**config.mk**
```make
export PLATFORM = sky130hd
export DESIGN_NAME = riscv_decode_stage
export DESIGN_NICKNAME = d
export VERILOG_FILES = /design/src/rtl/riscv_decode_stage.sv
export SDC_FILE = /design/constraint.sdc
export NUM_CORES = 1
export LEC_CHECK = 0
export CAP_MARGIN = 20
export CORE_MARGIN = 5
export CORE_UTILIZATION = 52
export DETAILED_ROUTE_END_ITERATION = 16
export PLACE_DENSITY = 0.8
export SYNTH_ARGS = -nofsm -noshare
export SYNTH_HDL_FRONTEND = slang
export SYNTH_SLANG_ARGS = --single-unit
```
**constraint.sdc**
```tcl
create_clock -name clk -period 8.8 [get_ports clk]
set_clock_uncertainty 0.1 [all_clocks]
set_input_delay 1.76 -clock clk [delete_from_list [all_inputs] [get_ports clk]]
set_output_delay 1.76 -clock clk [all_outputs]
set_load 0.01 [all_outputs]
```
**src/rtl/riscv_decode_stage.sv**
```systemverilog
// -----------------------------------------------------------------------------
// riscv_decode_stage
//
// Registered RV32I decode stage between instruction fetch and register-file
// read. Each accepted {pc, instr} pair is decoded into raw fields, control
// signals and a sign-extended immediate (I, S, B, U, J formats). Unsupported
// encodings are flagged through `illegal`. When flagged, the architectural
// side effects (regWrite, memWrite, branch, jump) are suppressed.
//
// A two-entry buffer sits behind the decoder:
//   - an output register, which holds the bundle currently presented, and
//   - a skid register, which catches one extra bundle while the output stalls.
// This keeps one-per-cycle throughput and a registered in_ready.
//
// Optional feature: define DECODE_CNT_EN to add saturating handshake counters
// (cnt_total, cnt_illegal) and the CNT_W parameter. Both are absent otherwise.
//
// Parameters:
//   XLEN   PC and immediate width (immediates sign-extended to XLEN)
//   CNT_W  statistics counter width (DECODE_CNT_EN only)
//
// Ports:
//   clk, rst                    clock; synchronous active-high reset
//   in_valid/in_ready           upstream handshake
//   in_instr, in_pc             instruction word and its address
//   out_valid/out_ready         downstream handshake
//   out_pc                      PC of the presented instruction
//   opcode rd rs1 rs2 funct3 funct7
//                               raw instruction fields
//   imm, immSrc                 immediate and its format (000 I, 001 S,
//                               010 B, 011 J, 100 U)
//   aluControl, aluOP           ALU operation and ALU decode class
//   resultSrc                   00 ALU, 01 mem, 10 PC+4, 11 imm
//   regWrite aluSrcA aluSrcB memWrite branch jump illegal
//                               single-bit controls
//   cnt_total, cnt_illegal      handshake counters (DECODE_CNT_EN only)
// -----------------------------------------------------------------------------
module riscv_decode_stage #(
  parameter int XLEN = 32
`ifdef DECODE_CNT_EN
  ,
  parameter int CNT_W = 16
`endif
) (
  input  logic            clk,
  input  logic            rst,
  input  logic            in_valid,
  output logic            in_ready,
  input  logic [31:0]     in_instr,
  input  logic [XLEN-1:0] in_pc,
  output logic            out_valid,
  input  logic            out_ready,
  output logic [XLEN-1:0] out_pc,
  output logic [6:0]      opcode,
  output logic [4:0]      rd,
  output logic [4:0]      rs1,
  output logic [4:0]      rs2,
  output logic [2:0]      funct3,
  output logic [6:0]      funct7,
  output logic [XLEN-1:0] imm,
  output logic [2:0]      immSrc,
  output logic [2:0]      aluControl,
  output logic [1:0]      aluOP,
  output logic [1:0]      resultSrc,
  output logic            regWrite,
  output logic            aluSrcA,
  output logic            aluSrcB,
  output logic            memWrite,
  output logic            branch,
  output logic            jump,
  output logic            illegal
`ifdef DECODE_CNT_EN
  ,
  output logic [CNT_W-1:0] cnt_total,
  output logic [CNT_W-1:0] cnt_illegal
`endif
);

  typedef enum logic [6:0] {
    OP_LOAD   = 7'b0000011,
    OP_STORE  = 7'b0100011,
    OP_REG    = 7'b0110011,
    OP_IMM    = 7'b0010011,
    OP_BRANCH = 7'b1100011,
    OP_JAL    = 7'b1101111,
    OP_LUI    = 7'b0110111,
    OP_AUIPC  = 7'b0010111
  } opcode_e;

  typedef enum logic [2:0] {
    IMM_I = 3'b000,
    IMM_S = 3'b001,
    IMM_B = 3'b010,
    IMM_J = 3'b011,
    IMM_U = 3'b100
  } imm_src_e;

  typedef enum logic [2:0] {
    ALU_ADD = 3'b000,
    ALU_SUB = 3'b001,
    ALU_AND = 3'b010,
    ALU_OR  = 3'b011,
    ALU_XOR = 3'b100,
    ALU_SLT = 3'b101
  } alu_ctl_e;

  // One decoded instruction, exactly as presented on the output ports.
  typedef struct packed {
    logic [XLEN-1:0] pc;
    logic [6:0]      opcode;
    logic [4:0]      rd;
    logic [4:0]      rs1;
    logic [4:0]      rs2;
    logic [2:0]      funct3;
    logic [6:0]      funct7;
    logic [XLEN-1:0] imm;
    logic [2:0]      imm_src;
    logic [2:0]      alu_control;
    logic [1:0]      alu_op;
    logic [1:0]      result_src;
    logic            reg_write;
    logic            alu_src_a;
    logic            alu_src_b;
    logic            mem_write;
    logic            branch;
    logic            jump;
    logic            illegal;
  } bundle_t;

  // ---------------------------------------------------------------------------
  // Immediate extraction: every format is sign-extended from instr[31] to
  // 32 bits first. The selected value is then widened to XLEN.
  // ---------------------------------------------------------------------------
  logic [31:0] imm_i, imm_s, imm_b, imm_j, imm_u;

  assign imm_i = {{20{in_instr[31]}}, in_instr[31:20]};
  assign imm_s = {{20{in_instr[31]}}, in_instr[31:25], in_instr[11:7]};
  assign imm_b = {{19{in_instr[31]}}, in_instr[31], in_instr[7],
                  in_instr[30:25], in_instr[11:8], 1'b0};
  assign imm_j = {{11{in_instr[31]}}, in_instr[31], in_instr[19:12],
                  in_instr[20], in_instr[30:21], 1'b0};
  assign imm_u = {in_instr[31:12], 12'b0};

  // ---------------------------------------------------------------------------
  // Combinational decode of the incoming instruction
  // ---------------------------------------------------------------------------
  bundle_t     dec;
  logic [31:0] imm_sel;
  logic        bad_op;
  logic        bad_f3;
  logic        bad_f7;
  logic        alu_f3_bad;
  logic        is_rtype;

  always_comb begin
    // NOTE: every variable written here gets a default first, so no path
    // through the case statements can infer a latch.
    dec        = '0;
    imm_sel    = imm_i;
    bad_op     = 1'b0;
    bad_f3     = 1'b0;
    bad_f7     = 1'b0;
    is_rtype   = 1'b0;
    alu_f3_bad = (in_instr[14:12] == 3'b001) || (in_instr[14:12] == 3'b011) ||
                 (in_instr[14:12] == 3'b101);

    dec.pc     = in_pc;
    dec.opcode = in_instr[6:0];
    dec.rd     = in_instr[11:7];
    dec.funct3 = in_instr[14:12];
    dec.rs1    = in_instr[19:15];
    dec.rs2    = in_instr[24:20];
    dec.funct7 = in_instr[31:25];

    case (in_instr[6:0])
      OP_LOAD: begin
        dec.reg_write  = 1'b1;
        dec.imm_src    = IMM_I;
        dec.alu_src_b  = 1'b1;
        dec.result_src = 2'b01;
        bad_f3         = (in_instr[14:12] != 3'b010);
      end
      OP_STORE: begin
        dec.imm_src   = IMM_S;
        dec.alu_src_b = 1'b1;
        dec.mem_write = 1'b1;
        bad_f3        = (in_instr[14:12] != 3'b010);
      end
      OP_REG: begin
        dec.reg_write = 1'b1;
        dec.alu_op    = 2'b10;
        is_rtype      = 1'b1;
        bad_f3        = alu_f3_bad;
        bad_f7        = (in_instr[31:25] != 7'b0000000) &&
                        (in_instr[31:25] != 7'b0100000);
      end
      OP_IMM: begin
        dec.reg_write = 1'b1;
        dec.imm_src   = IMM_I;
        dec.alu_src_b = 1'b1;
        dec.alu_op    = 2'b10;
        bad_f3        = alu_f3_bad;
      end
      OP_BRANCH: begin
        dec.branch  = 1'b1;
        dec.imm_src = IMM_B;
        dec.alu_op  = 2'b01;
        bad_f3      = (in_instr[14:12] != 3'b000);
      end
      OP_JAL: begin
        dec.reg_write  = 1'b1;
        dec.imm_src    = IMM_J;
        dec.result_src = 2'b10;
        dec.jump       = 1'b1;
      end
      OP_LUI: begin
        dec.reg_write  = 1'b1;
        dec.imm_src    = IMM_U;
        dec.result_src = 2'b11;
      end
      OP_AUIPC: begin
        dec.reg_write = 1'b1;
        dec.imm_src   = IMM_U;
        dec.alu_src_a = 1'b1;
        dec.alu_src_b = 1'b1;
      end
      default: bad_op = 1'b1;
    endcase

    case (dec.alu_op)
      2'b00: dec.alu_control = ALU_ADD;
      2'b01: dec.alu_control = ALU_SUB;
      2'b10: begin
        case (in_instr[14:12])
          // funct7 bit 5 selects sub only for register-register ops; on
          // I-ALU the same bits belong to the immediate.
          3'b000:  dec.alu_control = (is_rtype && in_instr[31:25] == 7'b0100000)
                                     ? ALU_SUB : ALU_ADD;
          3'b010:  dec.alu_control = ALU_SLT;
          3'b100:  dec.alu_control = ALU_XOR;
          3'b110:  dec.alu_control = ALU_OR;
          3'b111:  dec.alu_control = ALU_AND;
          default: dec.alu_control = ALU_ADD;
        endcase
      end
      default: dec.alu_control = ALU_ADD;
    endcase

    case (dec.imm_src)
      IMM_S:   imm_sel = imm_s;
      IMM_B:   imm_sel = imm_b;
      IMM_J:   imm_sel = imm_j;
      IMM_U:   imm_sel = imm_u;
      default: imm_sel = imm_i;
    endcase
    dec.imm = XLEN'($signed(imm_sel));

    // Illegal encodings keep their fields and immediate for trap reporting,
    // but must not change architectural state.
    dec.illegal = bad_op || bad_f3 || bad_f7;
    if (dec.illegal) begin
      dec.reg_write = 1'b0;
      dec.mem_write = 1'b0;
      dec.branch    = 1'b0;
      dec.jump      = 1'b0;
    end
  end

  // ---------------------------------------------------------------------------
  // Output register plus skid register
  // ---------------------------------------------------------------------------
  bundle_t out_q;
  bundle_t skid_q;
  logic    skid_full;
  logic    fire_in;
  logic    stall;

  assign fire_in = in_valid && in_ready;
  assign stall   = out_valid && !out_ready;

  always_ff @(posedge clk) begin
    // NOTE: state registers use non-blocking assignments, so every register
    // samples its pre-edge value and the block order does not matter.
    if (rst) begin
      out_q     <= '0;
      out_valid <= 1'b0;
      skid_full <= 1'b0;
      in_ready  <= 1'b0;
    end else begin
      if (!stall) begin
        // The output slot frees up this edge. An older bundle in skid always
        // goes first, so the FIFO order is kept.
        if (skid_full) begin
          out_q     <= skid_q;
          out_valid <= 1'b1;
          skid_full <= 1'b0;
        end else if (fire_in) begin
          out_q     <= dec;
          out_valid <= 1'b1;
        end else begin
          out_valid <= 1'b0;
        end
      end else if (fire_in) begin
        skid_full <= 1'b1;
      end
      // Registered ready: drop it exactly when skid holds a bundle after
      // this edge.
      in_ready <= !(stall && (skid_full || fire_in));
    end
  end

  // NOTE: the skid payload is not reset; skid_full alone says whether it is
  // meaningful, and reset clears that flag.
  always_ff @(posedge clk) begin
    if (stall && fire_in) begin
      skid_q <= dec;
    end
  end

  assign out_pc     = out_q.pc;
  assign opcode     = out_q.opcode;
  assign rd         = out_q.rd;
  assign rs1        = out_q.rs1;
  assign rs2        = out_q.rs2;
  assign funct3     = out_q.funct3;
  assign funct7     = out_q.funct7;
  assign imm        = out_q.imm;
  assign immSrc     = out_q.imm_src;
  assign aluControl = out_q.alu_control;
  assign aluOP      = out_q.alu_op;
  assign resultSrc  = out_q.result_src;
  assign regWrite   = out_q.reg_write;
  assign aluSrcA    = out_q.alu_src_a;
  assign aluSrcB    = out_q.alu_src_b;
  assign memWrite   = out_q.mem_write;
  assign branch     = out_q.branch;
  assign jump       = out_q.jump;
  assign illegal    = out_q.illegal;

`ifdef DECODE_CNT_EN
  // ---------------------------------------------------------------------------
  // Saturating handshake statistics
  // ---------------------------------------------------------------------------
  always_ff @(posedge clk) begin
    if (rst) begin
      cnt_total   <= '0;
      cnt_illegal <= '0;
    end else if (out_valid && out_ready) begin
      if (cnt_total != '1) begin
        cnt_total <= cnt_total + CNT_W'(1);
      end
      if (out_q.illegal && (cnt_illegal != '1)) begin
        cnt_illegal <= cnt_illegal + CNT_W'(1);
      end
    end
  end
`endif

endmodule

```
* Word level (Yosys, flattened, before mapping)
Cells that the tools add are included.
Storage, ports and cells: register bits 229, input port bits 68, output and inout port bits 115, logic and storage cells 114
Cells by class: reduce and logical (&&, ||, !) cells 25, muxes and demuxes 23, bitwise logic cells 1, eq/ne operators 24
Operators with widths (number):
- $mux W113 | 2
- $pmux W31 S4 | 1
- $eq A7 B6 Y1 const B | 4
- $eq A3 B3 Y1 const B | 5
- $pmux W3 S5 | 1
- $eq A7 B5 Y1 const B | 2
- $eq A7 B7 Y1 const B | 2
- $mux W1 | 13
- $eq A3 B2 Y1 const B | 4
- $pmux W3 S4 | 1
- $reduce_or A2 Y1 | 4
- $reduce_or A8 Y1 | 1
- $eq A7 B2 Y1 const B | 1
- $ne A7 B6 Y1 const B | 1
- $reduce_bool A7 Y1 | 1
- $eq A3 B1 Y1 const B | 2
- $logic_and A1 B1 Y1 | 6
- $pmux W2 S3 | 1
- $pmux W3 S2 | 1
- $reduce_or A6 Y1 | 1
- $logic_or A1 B1 Y1 | 5
- $pmux W2 S2 | 1
- $reduce_or A4 Y1 | 1
- $logic_not A3 Y1 | 1
- 10 further kinds | 11

* Longest topological paths before layout
depth in word-level cells 9, depth in mapped cells 10, gate-level depth less buffers 9

* Least setup slack after synthesis
Ideal clock, no wire load.
path kind input to register, start point in out_ready, end point reg skid_q[0] (netlist name) (enable), buffers on the path 1, arrival 6.715 ns, required time 8.116 ns, slack 1.401 ns, stages on the path 3, setup time 0.584 ns, cell sequence nand2b_1 buf_2 nor2_1
Between the ends: longest elaborated chain between the ends 3
RTL lines:
- from (decl) | RTL line 52 | input logic out_ready,
- $logic_not A1 Y1 | RTL line 279 | assign stall = out_valid && !out_ready;
- $logic_and A1 B1 Y1 | RTL line 279
- $logic_and A1 B1 Y1 | RTL line 315 | if (stall && fire_in) begin
- to (signal assigned) | RTL line 316 | skid_q <= dec;
- to (decl) | RTL line 273 | bundle_t skid_q;
Every way passes these cells. A chain may end at the register's enable or synchronous reset.

* Worst setup path after layout
start point in in_valid, end point reg out_q, in the netlist out_pc[14]
Between the ends: longest elaborated chain between the ends 3
RTL lines:
- from (decl) | RTL line 47 | input logic in_valid,
- $logic_and A1 B1 Y1 | RTL line 278 | assign fire_in = in_valid && in_ready;
- $reduce_bool A2 Y1 (no source line)
- $reduce_and A2 Y1 (no source line)
- to (signal assigned) | RTL line 294 | out_q <= skid_q;
- to (decl) | RTL line 272 | bundle_t out_q;
Every way passes these cells.

==> impl_metrics.env <==
export IMPL_grt_usage=0.2102
export IMPL_crit_type="input port to flip-flop"
export IMPL_synth_ff_type="dfxtp_1"
export IMPL_synth_edf_count=112
export IMPL_p_clk_frac=0.426
export IMPL_drv_cap=0
export IMPL_hold_viol=0
export IMPL_power_density_nw_per_um2=207.2
export IMPL_initial_core_util=0.5316
export IMPL_die_area_um2=20440
export IMPL_postSynthAreaPerCell_um2=11.47
export IMPL_diodes=0
export IMPL_ys_ff_latch=227
export IMPL_clock_path_buffers=3
export IMPL_placed_area_um2=11070
export IMPL_period_needed_ns=4.124
export IMPL_r2r_setup_slack_ns=5.80
export IMPL_clk_pin_slew_ns=0.06
export IMPL_cts_buffers=24
export IMPL_yosys_area_top_type="edfxtp_1"
export IMPL_max_freq_mhz=242.5
export IMPL_rr_endpoint="out_pc[14]"
export IMPL_netlist_area_um2=9195
export IMPL_place_congestion=0.8373
export IMPL_status="finished clean"
export IMPL_pin_count=183
export IMPL_synthMuxAreaShare=0.07402
export IMPL_worstHoldPathType="flip-flop to flip-flop"
export IMPL_synth_top_area_frac=0.3658
export IMPL_clk_latency_ns=0.51
export IMPL_p_sw_frac=0.2211
export IMPL_p_comb_frac=0.103
export IMPL_cts_sinks=227
export IMPL_hold_start="immSrc[0]"
export IMPL_fp_dieH_um=143.0
export IMPL_tns_ns=0
export IMPL_die_width_um=143.0
export IMPL_synth_compound_area_frac=0.1524
export IMPL_drtIter0Drc=439
export IMPL_start_kind="input port"
export IMPL_synth_cells=802
export IMPL_synth_distinct_cells=55
export IMPL_totalWireLength_mm=22.45
export IMPL_async_reset_ff_frac=0
export IMPL_synth_top_family_by_area="compound AO/OA/AOI/OAI gates"
export IMPL_htreeDepth=1
export IMPL_p_leak_uw=0.003980
export IMPL_path_max_fanout=107
export IMPL_routed_via_count=6752
export IMPL_fillCellCount=1298
export IMPL_area_delta_synth_final_pct=29.92
export IMPL_setup_viol=0
export IMPL_grt_pass1_vias=6440
export IMPL_antenna_left=0
export IMPL_finish_utilization=0.6907
export IMPL_cts_resized=0
export IMPL_synthSimpleGateAreaFrac=0.1113
export IMPL_pwr_share_seq=0.472
export IMPL_drive_gt1_frac=0.06502
export IMPL_cts_tree="done"
export IMPL_viasPerCell=5.655
export IMPL_critPathArrivalTime_ns=4.43
export IMPL_fin_area_um2=11950
export IMPL_cp_required_ns=9.11
export IMPL_grt_setup_unrepaired="no"
export IMPL_synthXorXnorAreaFrac=0.0009525
export IMPL_reg2reg_depth=6
export IMPL_syn_nets=873
export IMPL_p_switching_uw=547.4
export IMPL_holdBufCountCts=0
export IMPL_nNetsFinal=1022
export IMPL_yosys_area_share_adder=0.004082
export IMPL_finalCritPeriodShare=0.4686
export IMPL_cts_root_buf="clkbuf_16"
export IMPL_routedWlPerCell_um=18.80
export IMPL_p_int_uw=1928
export IMPL_antenna_found_initial=0
export IMPL_slew_headroom=0.2609
export IMPL_synth_warnings=0
export IMPL_core_area_um2=17300
export IMPL_route_detailed_drc=0
export IMPL_first_pass_iters=5
export IMPL_io_buffers=182
export IMPL_synth_area_top_cells="edfxtp_1 37%, dfxtp_1 25%, mux2i_1 7.4%"
export IMPL_grt_overflow_total=0
export IMPL_post_cts_buffers=0
export IMPL_fin_cells=1194
export IMPL_slew_violations=0
export IMPL_irDropWorstVdd_uv=140.3
export IMPL_tightest_slew_ns=1.109
export IMPL_worstReg2RegStart="skid_full"
export IMPL_dp_cells=1149
export IMPL_dp_hpwl_mm=14.49
export IMPL_end_kind="flip-flop"
export IMPL_grt_pass1_wl_mm=34.76
export IMPL_holdPathEnd="immSrc[0]"
export IMPL_row_count=48
export IMPL_grt_start_max_net_pins=108
export IMPL_hold_path_cell_count=2
export IMPL_ys_seq_area_frac=0.6161
-- worst max-delay path by stage --
stage	cells past startpoint	end	from
detailed placement	4	skid_q[56]	out_ready
CTS	4	skid_q[1]	out_ready
global route	7	out_pc[14]	in_valid
global placement	4	skid_q[56]	out_ready
floorplan	3	skid_q[0]	out_ready
finish	7	out_pc[14]	in_valid
-- cell families after synthesis --
kind of cell / after synthesis
buffers and inverters: 88
adder cells (fa/ha/maj): 3
flip-flops: 227
multiplexers: 68
XOR/XNOR: 1
AND/OR/NAND/NOR: 213
AO/OA/AOI/OAI: 202
-- placed cells by master, fill, tap and decap left out, types with 2 or more instances in the layout --
cell,n
bufinv_16,3
edfxtp_1,112
a2111oi_0,2
or3_1,3
clkbuf_1,4
nor2_1,92
dfxtp_1,114
a31oi_1,11
buf_4,8
nand2_1,43
nor2b_1,6
o21ai_1,2
mux2i_1,68
o21ai_0,19
o311ai_0,2
clkdlybuf4s50_1,181
clkbuf_16,25
a21oi_1,40
a221oi_1,8
a211oi_1,71
clkinv_1,2
o2bb2ai_1,2
nor3_1,18
a21o_1,14
nand2b_1,16
and2_1,9
nand3b_1,2
clkbuf_8,6
and3_1,4
inv_1,21
nor3_2,2
or2_2,2
a22o_1,4
ha_1,3
nand3_1,4
o211ai_1,16
clkinv_2,3
-- worst max-delay path, cell delays in order --
cell	delay [ns]
clkdlybuf4s50_1	0.52
a21oi_1	0.15
a21oi_4	0.13
buf_4	0.80
buf_4	0.65
nor2_1	0.12
a211oi_1	0.25
-- per-layer routing --
layer	GRT usage	part of all wire	wire length [µm]
met3	0.05124	0.088	1981
met5	0	0	0
met2	0.3338	0.46	10420
met4	0.05903	0.026	577
met1	0.2900	0.42	9469
-- power by group through the flow --
stage	clock, µW	sequential [µW]	combinational, µW
finish	1050	1170	255
global route	1110	1170	275
CTS	1070	1170	256
detailed placement	0	1190	254
global placement	0	1190	250
floorplan	0	1200	102
-- state kept, by name, summed over array words and instances (netlist names), 2 cells and up --
| signal | flops |
|---|---|
| skid_q | 112 |
| out_pc | 32 |
| imm | 31 |
| funct7 | 7 |
| opcode | 7 |
| rd | 5 |
| rs1 | 5 |
| rs2 | 5 |
| aluControl | 3 |
| funct3 | 3 |
| immSrc | 3 |
| aluOP | 2 |
| resultSrc | 2 |
-- cells in the mapped netlist, types with 18 or more instances --
cell type	count
mux2i_1	68
edfxtp_1	112
inv_1	21
a211oi_1	71
nor3_1	18
a21oi_1	41
buf_2	20
clkbuf_1	37
nor2_1	93
o21ai_0	19
dfxtp_1	115
nand2_1	44
-- area by class of cell --
type | instances | area (µm²) | share of cell area
Tap cell | 225 | 281.5 | 0.02357
Clock buffer | 35 | 723.2 | 0.06054
Inverter | 21 | 78.83 | 0.006598
Sequential cell | 227 | 5669 | 0.4745
Multi-Input combinational cell | 487 | 3173 | 0.2656
Timing Repair Buffer | 190 | 1899 | 0.1590
Clock inverter | 9 | 121.4 | 0.01016
-- per-stage QoR --
| stage | hold slack [ns] | power, µW | setup WS (ns) |
|---|---|---|---|
| after floorplan | 0.3762 | 1306 | 1.401 |
| after global placement | 0.3413 | 1438 | 4.141 |
| after detailed placement | 0.3478 | 1443 | 4.080 |
| after CTS | 0.3560 | 2493 | 4.600 |
| after global routing | 0.3649 | 2561 | 4.477 |
| final | 0.3535 | 2476 | 4.676 |
No activity file was read; power rests on OpenSTA's default activity.
